$ cat config.mk
export PLATFORM = sky130hd
export DESIGN_NAME = wb_port_arbiter_flat
export DESIGN_NICKNAME = d
export VERILOG_FILES = /design/src/rtl/wb_port_arbiter_if.sv /design/src/rtl/wb_port_arbiter.sv /design/src/flat_wrapper.sv
export SDC_FILE = /design/constraint.sdc
export NUM_CORES = 1
export LEC_CHECK = 0
export BUFFER_PORTS_ARGS = -buffer_cell sky130_fd_sc_hd__buf_4
export CAP_MARGIN = 25
export CORE_ASPECT_RATIO = 1.1
export CORE_UTILIZATION = 55
export CTS_BUF_LIST = sky130_fd_sc_hd__clkbuf_8
export CTS_CLUSTER_DIAMETER = 80
export DETAILED_ROUTE_END_ITERATION = 6
export PLACE_DENSITY = 0.88
export SLEW_MARGIN = 20
export SYNTH_ARGS = -nofsm -noshare
export SYNTH_HDL_FRONTEND = slang
export SYNTH_SLANG_ARGS = --single-unit
$ cat constraint.sdc
create_clock -name clk_i -period 6.75 [get_ports clk_i]
set_input_delay 0.675 -clock clk_i [delete_from_list [all_inputs] [get_ports clk_i]]
set_output_delay 0.675 -clock clk_i [all_outputs]
set_load 0.005 [all_outputs]
$ cat src/rtl/wb_port_arbiter_if.sv
// Bus bundle between the W stage / LL unit / decode and the regfile write-port arbiter.
// The arbiter connects through the slave modport. The environment connects through the master modport.
interface wb_port_arbiter_if #(
  parameter int XLEN = 32
);
  logic            wb_p_valid_i;
  logic [4:0]      wb_p_addr_i;
  logic [XLEN-1:0] wb_p_data_i;
  logic            ll_valid_i;
  logic            ll_ready_o;
  logic [4:0]      ll_addr_i;
  logic [XLEN-1:0] ll_data_i;
  logic [4:0]      dec_rs1_addr_i;
  logic [4:0]      dec_rs2_addr_i;
  logic [4:0]      dec_rd_addr_i;
  logic            dec_rd_wren_i;
  logic            dec_ll_issue_i;
  logic            rd_wr_o;
  logic [4:0]      rd_addr_o;
  logic [XLEN-1:0] rd_data_o;
  logic [1:0]      forward_decode_o;
  logic            stall_o;

  modport slave (
    input  wb_p_valid_i, wb_p_addr_i, wb_p_data_i,
    input  ll_valid_i, ll_addr_i, ll_data_i,
    input  dec_rs1_addr_i, dec_rs2_addr_i, dec_rd_addr_i, dec_rd_wren_i, dec_ll_issue_i,
    output ll_ready_o, rd_wr_o, rd_addr_o, rd_data_o, forward_decode_o, stall_o
  );

  modport master (
    output wb_p_valid_i, wb_p_addr_i, wb_p_data_i,
    output ll_valid_i, ll_addr_i, ll_data_i,
    output dec_rs1_addr_i, dec_rs2_addr_i, dec_rd_addr_i, dec_rd_wren_i, dec_ll_issue_i,
    input  ll_ready_o, rd_wr_o, rd_addr_o, rd_data_o, forward_decode_o, stall_o
  );
endinterface

$ cat src/rtl/wb_port_arbiter.sv
// Regfile write-port arbiter: the pipeline W stage has priority. Long-latency results are buffered in a FIFO.
// A pending-destination scoreboard drives the decode stall, and the decode forwarding select is computed here.
module wb_port_arbiter #(
  parameter int XLEN       = 32,
  parameter int FIFO_DEPTH = 2
) (
  input  logic               clk_i,
  input  logic               rst_ni,
  wb_port_arbiter_if.slave   bus
);

  localparam int PTR_W = $clog2(FIFO_DEPTH);
  localparam logic [PTR_W:0] FULL_CNT = (PTR_W + 1)'(FIFO_DEPTH);

  logic [4:0]      fifo_addr_q [FIFO_DEPTH];
  logic [XLEN-1:0] fifo_data_q [FIFO_DEPTH];
  logic [PTR_W-1:0] wr_ptr_q, rd_ptr_q;
  logic [PTR_W:0]   count_q;
  logic [31:0]      pend_q, pend_d;

  logic            ll_ready;
  logic            fifo_empty;
  logic            push, pop;
  logic            pipe_owns;
  logic [4:0]      head_addr;
  logic [XLEN-1:0] head_data;

  logic            rd_wr;
  logic [4:0]      rd_addr;
  logic [XLEN-1:0] rd_data;
  logic            m1, m2, dual_fwd;
  logic [1:0]      fwd_sel;
  logic            raw1, raw2, waw, stall;
  logic            set_en;

  // Ready comes from the registered count only, so a full FIFO never accepts and pops in the same cycle
  assign ll_ready   = (count_q != FULL_CNT);
  assign fifo_empty = (count_q == '0);
  assign push       = bus.ll_valid_i & ll_ready & (bus.ll_addr_i != 5'd0);
  assign pipe_owns  = bus.wb_p_valid_i & (bus.wb_p_addr_i != 5'd0);
  assign pop        = ~pipe_owns & ~fifo_empty;
  assign head_addr  = fifo_addr_q[rd_ptr_q];
  assign head_data  = fifo_data_q[rd_ptr_q];

  always_comb begin
    rd_wr   = 1'b0;
    rd_addr = 5'd0;
    rd_data = '0;
    if (pipe_owns) begin
      rd_wr   = 1'b1;
      rd_addr = bus.wb_p_addr_i;
      rd_data = bus.wb_p_data_i;
    end else if (pop) begin
      rd_wr   = 1'b1;
      rd_addr = head_addr;
      rd_data = head_data;
    end
  end

  always_comb begin
    m1       = rd_wr & (bus.dec_rs1_addr_i == rd_addr) & (bus.dec_rs1_addr_i != 5'd0);
    m2       = rd_wr & (bus.dec_rs2_addr_i == rd_addr) & (bus.dec_rs2_addr_i != 5'd0);
    dual_fwd = m1 & m2;
    fwd_sel  = 2'b00;
    if (m1 && !m2)      fwd_sel = 2'b01;
    else if (m2 && !m1) fwd_sel = 2'b10;
  end

  // A pending register that is being popped this cycle is covered by forwarding, so it does not stall
  always_comb begin
    raw1  = (bus.dec_rs1_addr_i != 5'd0) & pend_q[bus.dec_rs1_addr_i]
            & ~(pop & (head_addr == bus.dec_rs1_addr_i));
    raw2  = (bus.dec_rs2_addr_i != 5'd0) & pend_q[bus.dec_rs2_addr_i]
            & ~(pop & (head_addr == bus.dec_rs2_addr_i));
    waw   = bus.dec_rd_wren_i & (bus.dec_rd_addr_i != 5'd0) & pend_q[bus.dec_rd_addr_i]
            & ~(pop & (head_addr == bus.dec_rd_addr_i));
    stall = raw1 | raw2 | waw | dual_fwd;
  end

  assign set_en = bus.dec_ll_issue_i & bus.dec_rd_wren_i & ~stall & (bus.dec_rd_addr_i != 5'd0);

  // Set is applied after clear so a same-cycle issue to the retiring register stays pending
  always_comb begin
    pend_d = pend_q;
    if (pop)    pend_d[head_addr] = 1'b0;
    if (set_en) pend_d[bus.dec_rd_addr_i] = 1'b1;
    pend_d[0] = 1'b0;
  end

  always_ff @(posedge clk_i or negedge rst_ni) begin
    if (!rst_ni) begin
      wr_ptr_q <= '0;
      rd_ptr_q <= '0;
      count_q  <= '0;
      pend_q   <= '0;
    end else begin
      pend_q <= pend_d;
      if (push) wr_ptr_q <= wr_ptr_q + 1'b1;
      if (pop)  rd_ptr_q <= rd_ptr_q + 1'b1;
      case ({push, pop})
        2'b10:   count_q <= count_q + 1'b1;
        2'b01:   count_q <= count_q - 1'b1;
        default: count_q <= count_q;
      endcase
    end
  end

  always_ff @(posedge clk_i) begin
    if (push) begin
      fifo_addr_q[wr_ptr_q] <= bus.ll_addr_i;
      fifo_data_q[wr_ptr_q] <= bus.ll_data_i;
    end
  end

  assign bus.ll_ready_o       = ll_ready;
  assign bus.rd_wr_o          = rd_wr;
  assign bus.rd_addr_o        = rd_addr;
  assign bus.rd_data_o        = rd_data;
  assign bus.forward_decode_o = fwd_sel;
  assign bus.stall_o          = stall;

endmodule

$ cat src/flat_wrapper.sv
// flat-port wrapper written by rule: the top's interface ports become plain ports
module wb_port_arbiter_flat 
#(
  parameter int XLEN       = 32,
  parameter int FIFO_DEPTH = 2
)
  (clk_i, rst_ni, bus_wb_p_valid_i, bus_wb_p_addr_i, bus_wb_p_data_i, bus_ll_valid_i, bus_ll_addr_i, bus_ll_data_i, bus_dec_rs1_addr_i, bus_dec_rs2_addr_i, bus_dec_rd_addr_i, bus_dec_rd_wren_i, bus_dec_ll_issue_i, bus_ll_ready_o, bus_rd_wr_o, bus_rd_addr_o, bus_rd_data_o, bus_forward_decode_o, bus_stall_o);
  wb_port_arbiter_if #(.XLEN(XLEN)) bus_i ();
  input  logic clk_i;
  input  logic rst_ni;
  input wire logic [$bits(bus_i.wb_p_valid_i)-1:0] bus_wb_p_valid_i;
  input wire logic [$bits(bus_i.wb_p_addr_i)-1:0] bus_wb_p_addr_i;
  input wire logic [$bits(bus_i.wb_p_data_i)-1:0] bus_wb_p_data_i;
  input wire logic [$bits(bus_i.ll_valid_i)-1:0] bus_ll_valid_i;
  input wire logic [$bits(bus_i.ll_addr_i)-1:0] bus_ll_addr_i;
  input wire logic [$bits(bus_i.ll_data_i)-1:0] bus_ll_data_i;
  input wire logic [$bits(bus_i.dec_rs1_addr_i)-1:0] bus_dec_rs1_addr_i;
  input wire logic [$bits(bus_i.dec_rs2_addr_i)-1:0] bus_dec_rs2_addr_i;
  input wire logic [$bits(bus_i.dec_rd_addr_i)-1:0] bus_dec_rd_addr_i;
  input wire logic [$bits(bus_i.dec_rd_wren_i)-1:0] bus_dec_rd_wren_i;
  input wire logic [$bits(bus_i.dec_ll_issue_i)-1:0] bus_dec_ll_issue_i;
  output wire logic [$bits(bus_i.ll_ready_o)-1:0] bus_ll_ready_o;
  output wire logic [$bits(bus_i.rd_wr_o)-1:0] bus_rd_wr_o;
  output wire logic [$bits(bus_i.rd_addr_o)-1:0] bus_rd_addr_o;
  output wire logic [$bits(bus_i.rd_data_o)-1:0] bus_rd_data_o;
  output wire logic [$bits(bus_i.forward_decode_o)-1:0] bus_forward_decode_o;
  output wire logic [$bits(bus_i.stall_o)-1:0] bus_stall_o;
  assign bus_i.wb_p_valid_i = bus_wb_p_valid_i;
  assign bus_i.wb_p_addr_i = bus_wb_p_addr_i;
  assign bus_i.wb_p_data_i = bus_wb_p_data_i;
  assign bus_i.ll_valid_i = bus_ll_valid_i;
  assign bus_i.ll_addr_i = bus_ll_addr_i;
  assign bus_i.ll_data_i = bus_ll_data_i;
  assign bus_i.dec_rs1_addr_i = bus_dec_rs1_addr_i;
  assign bus_i.dec_rs2_addr_i = bus_dec_rs2_addr_i;
  assign bus_i.dec_rd_addr_i = bus_dec_rd_addr_i;
  assign bus_i.dec_rd_wren_i = bus_dec_rd_wren_i;
  assign bus_i.dec_ll_issue_i = bus_dec_ll_issue_i;
  assign bus_ll_ready_o = bus_i.ll_ready_o;
  assign bus_rd_wr_o = bus_i.rd_wr_o;
  assign bus_rd_addr_o = bus_i.rd_addr_o;
  assign bus_rd_data_o = bus_i.rd_data_o;
  assign bus_forward_decode_o = bus_i.forward_decode_o;
  assign bus_stall_o = bus_i.stall_o;
  wb_port_arbiter #(.XLEN(XLEN), .FIFO_DEPTH(FIFO_DEPTH)) u_core (.clk_i(clk_i), .rst_ni(rst_ni), .bus(bus_i));
endmodule
==> results by group <==
Power and ir drop
  • Max IR drop VDD: 0.0001993 V
  • Power density over the cells: 316.9 nW/µm²
  • Static Leak: 2.926 nW

Route
  • Via/cell ratio: 6.311
  • Routed Wire Length: 15.61 mm
  • Total number of vias: 4885
  • Drt first-iter violations: 518
  • First-pass iteration count of the detailed router: 5
  • Routed WL per cell: 20.17 µm
  • Residual DRC count: 0
  • Post-route ant nets: 0

Yosys
  • Area leader, netlist: edfxtp_1
  • Synthesized area: 6280 µm²
  • Synth unique cells: 62
  • Seq/Total Area, Yosys: 0.4933
  • Async set-reset flop share out of synthesis: 0.3211
  • Post-synth EDFFs: 74
  • Post-synthesis instance total: 510
  • Avg Cell Area, Syn: 12.31 µm²
  • Primary FF master, synth: edfxtp_1
  • #FFs+latches synth: 109
  • Top cells by area, synth: edfxtp_1, dfrtp_1, mux4_2
  • Mapped Nets: 606
  • Share of the synthesized area in the top cell type: 0.3539
  • Yosys warns: 0

GRT
  • Gr usage total: 0.2699
  • GR Overflow Total: 0
  • Pin count of the biggest net entering global routing: 65
  • Initial antenna violation count: 0
  • First-pass GRT wire length: 24.81 mm
  • Vias in the first global route: 4862

Critical path
  • Setup CP Type: reg -> out
  • CP Max Fanout: 41
  • R2r setup slk: 3.56 ns
  • R2R Path End: u_core.pend_q[24]
  • FF-to-FF Start: u_core.rd_ptr_q
  • CP Data Arrival Time: 3.50 ns
  • Worst Setup End Kind: output port
  • Worst r2r path cells: 8
  • Critical Path Start Type: register
  • CP required: 6.07 ns

Status
  • Outcome: completed

STA
  • Crit share post-route: 0.6179
  • Clock skew: 0.02062 ns
  • Fmax: 239.7 MHz
  • Fin Setup TNS: 0 ns
  • Fin. max-slew vios: 0
  • RSZ-0062 raised after global routing: no
  • Final worst path period need: 4.171 ns
  • Endpoints failing hold: 0
  • Slew HR: 0.3846
  • Worst-Margin Slew: 0.9187 ns
  • Final setup violation count: 0

Placement
  • Post-DP Area: 7303 µm²
  • IO Port Bufs: 136
  • GP Congestion: 0.9582
  • DP Wirelength: 10.96 mm

CTS
  • CTS Hold Bufs: 0
  • CTS buffer count: 9
  • CTS Root Cell: clkbuf_8
  • CTS Buffer Depth: 2
  • Latest clock arrival within the worst-skew pair: 0.38 ns
  • Post-CTS Repair Setup Buffers: 0
  • Htree depth: 3
  • TritonCTS clock tree: yes
  • Gates resized, CTS repair: 0
  • CTS sink count: 109
  • Clk slew on worst S/H paths: 0.11 ns

Floorplanning
  • Row cnt: 40
  • Starting Density: 0.5703
  • IO Count: 137
  • Die ar.: 11850 µm²
  • Die H: 114.1 µm
  • Die Wd: 103.9 µm
  • Core Region: 11010 µm²

Min path
  • Worst Hold Class: in -> async

Finish
  • Nets: 718
  • Finished Cell Area: 7546 µm²
  • Ant. Diodes: 0
  • FILL cells: 791
  • Seq. cell area: 3099 µm²
  • Share of cells above drive strength 1: 0.3365
  • Most frequent cells in the layout: buf_4, edfxtp_1, nand2_1
  • Area of the multi-input gates: 2973 µm²
  • P&R area growth vs syn: 20.16%
  • Most common cell after layout, fill and taps aside: buf_4

Run
  • Max_cap viols: 0
-- layer usage --
metal  vias to the layer above  global-route usage  wire [µm]
li1                       2209                   -          -
met1                      2330              0.3374       6071
met2                       296              0.4502       7711
met3                        50             0.05350       1236
met4                         0              0.1400        595
met5                         -                   0          0
-- worst max path at each step --
stage             endpoint  cells after the start  slack [ns]                from
2_1_floorplan  bus_stall_o                      8        3.67  bus_wb_p_addr_i[0]
3_3_place_gp   bus_stall_o                      9        3.02  bus_wb_p_addr_i[0]
3_5_place_dp   bus_stall_o                      9        2.93  bus_wb_p_addr_i[0]
4_1_cts        bus_stall_o                      9        2.56     u_core.rd_ptr_q
5_1_grt        bus_stall_o                      8        2.33     u_core.rd_ptr_q
6_report       bus_stall_o                      8        2.58     u_core.rd_ptr_q
-- cell families (layout without fill, tap and decap cells) --
kind of cell,after synthesis,after routing,share of synthesized area
XOR/XNOR,27,27,0.03766
flip-flops,109,109,0.4933
AND/OR/NAND/NOR,137,137,0.1150
adder cells (fa/ha/maj),1,1,0.001992
multiplexers,68,68,0.1608
buffers and inverters,43,160,0.03626
AO/OA/AOI/OAI,125,125,0.1550
-- through the flow --
step,power [mW],instances,setup slack [ns],utilization,hold WS [ns]
after floorplan,1.683,510,3.675,-,0.3794
after global placement,1.966,755,3.025,0.6633,0.5328
after detailed placement,2.007,755,2.930,0.6633,0.5488
after CTS,2.377,771,2.558,0.6799,0.2453
after global routing,2.515,774,2.331,0.6853,0.2588
final,2.391,774,2.579,0.6853,0.2363
-- cell type report --
cell class,count,area share
flip-flops and latches,109,0.4107
clock inverters,7,0.007793
multi-input cells,358,0.3940
well taps,147,0.02437
repair buffers,141,0.1452
clock buffers,9,0.01642
inverters,3,0.001492
-- critical path, cell delays in order, from the launching register on --
cell and delay, ns:
dfrtp_2 0.36, buf_4 0.60, mux2_2 0.48, a22oi_1 0.32, xor2_1 0.22, nand4_2 0.18, nor2_4 0.65, or2_1 0.19
buf_4 0.10
-- registers in the layout, indices dropped and copies added (netlist names) --
signal              cells
u_core.count_q          2
u_core.fifo_addr_q     10
u_core.fifo_data_q     64
u_core.pend_q          31
u_core.rd_ptr_q         1
u_core.wr_ptr_q         1
-- power by group --
part	internal, mW	switching [mW]
combinational	0.469	0.550
clock	0.140	0.234
sequential	0.899	0.0994
total	1.51	0.884
-- synth_stat cells, drive strengths merged (7+ instances only) --
cell type,count
buf,18
or3,10
xor2,9
mux2i,40
dfrtp,35
edfxtp,74
nor2,19
mux4,21
nand3,11
o31ai,49
clkbuf,22
o41ai,18
o21ai,35
nand2,55
xnor2,18
mux2,7
Note: power is estimated with default switching activity, not from simulation.
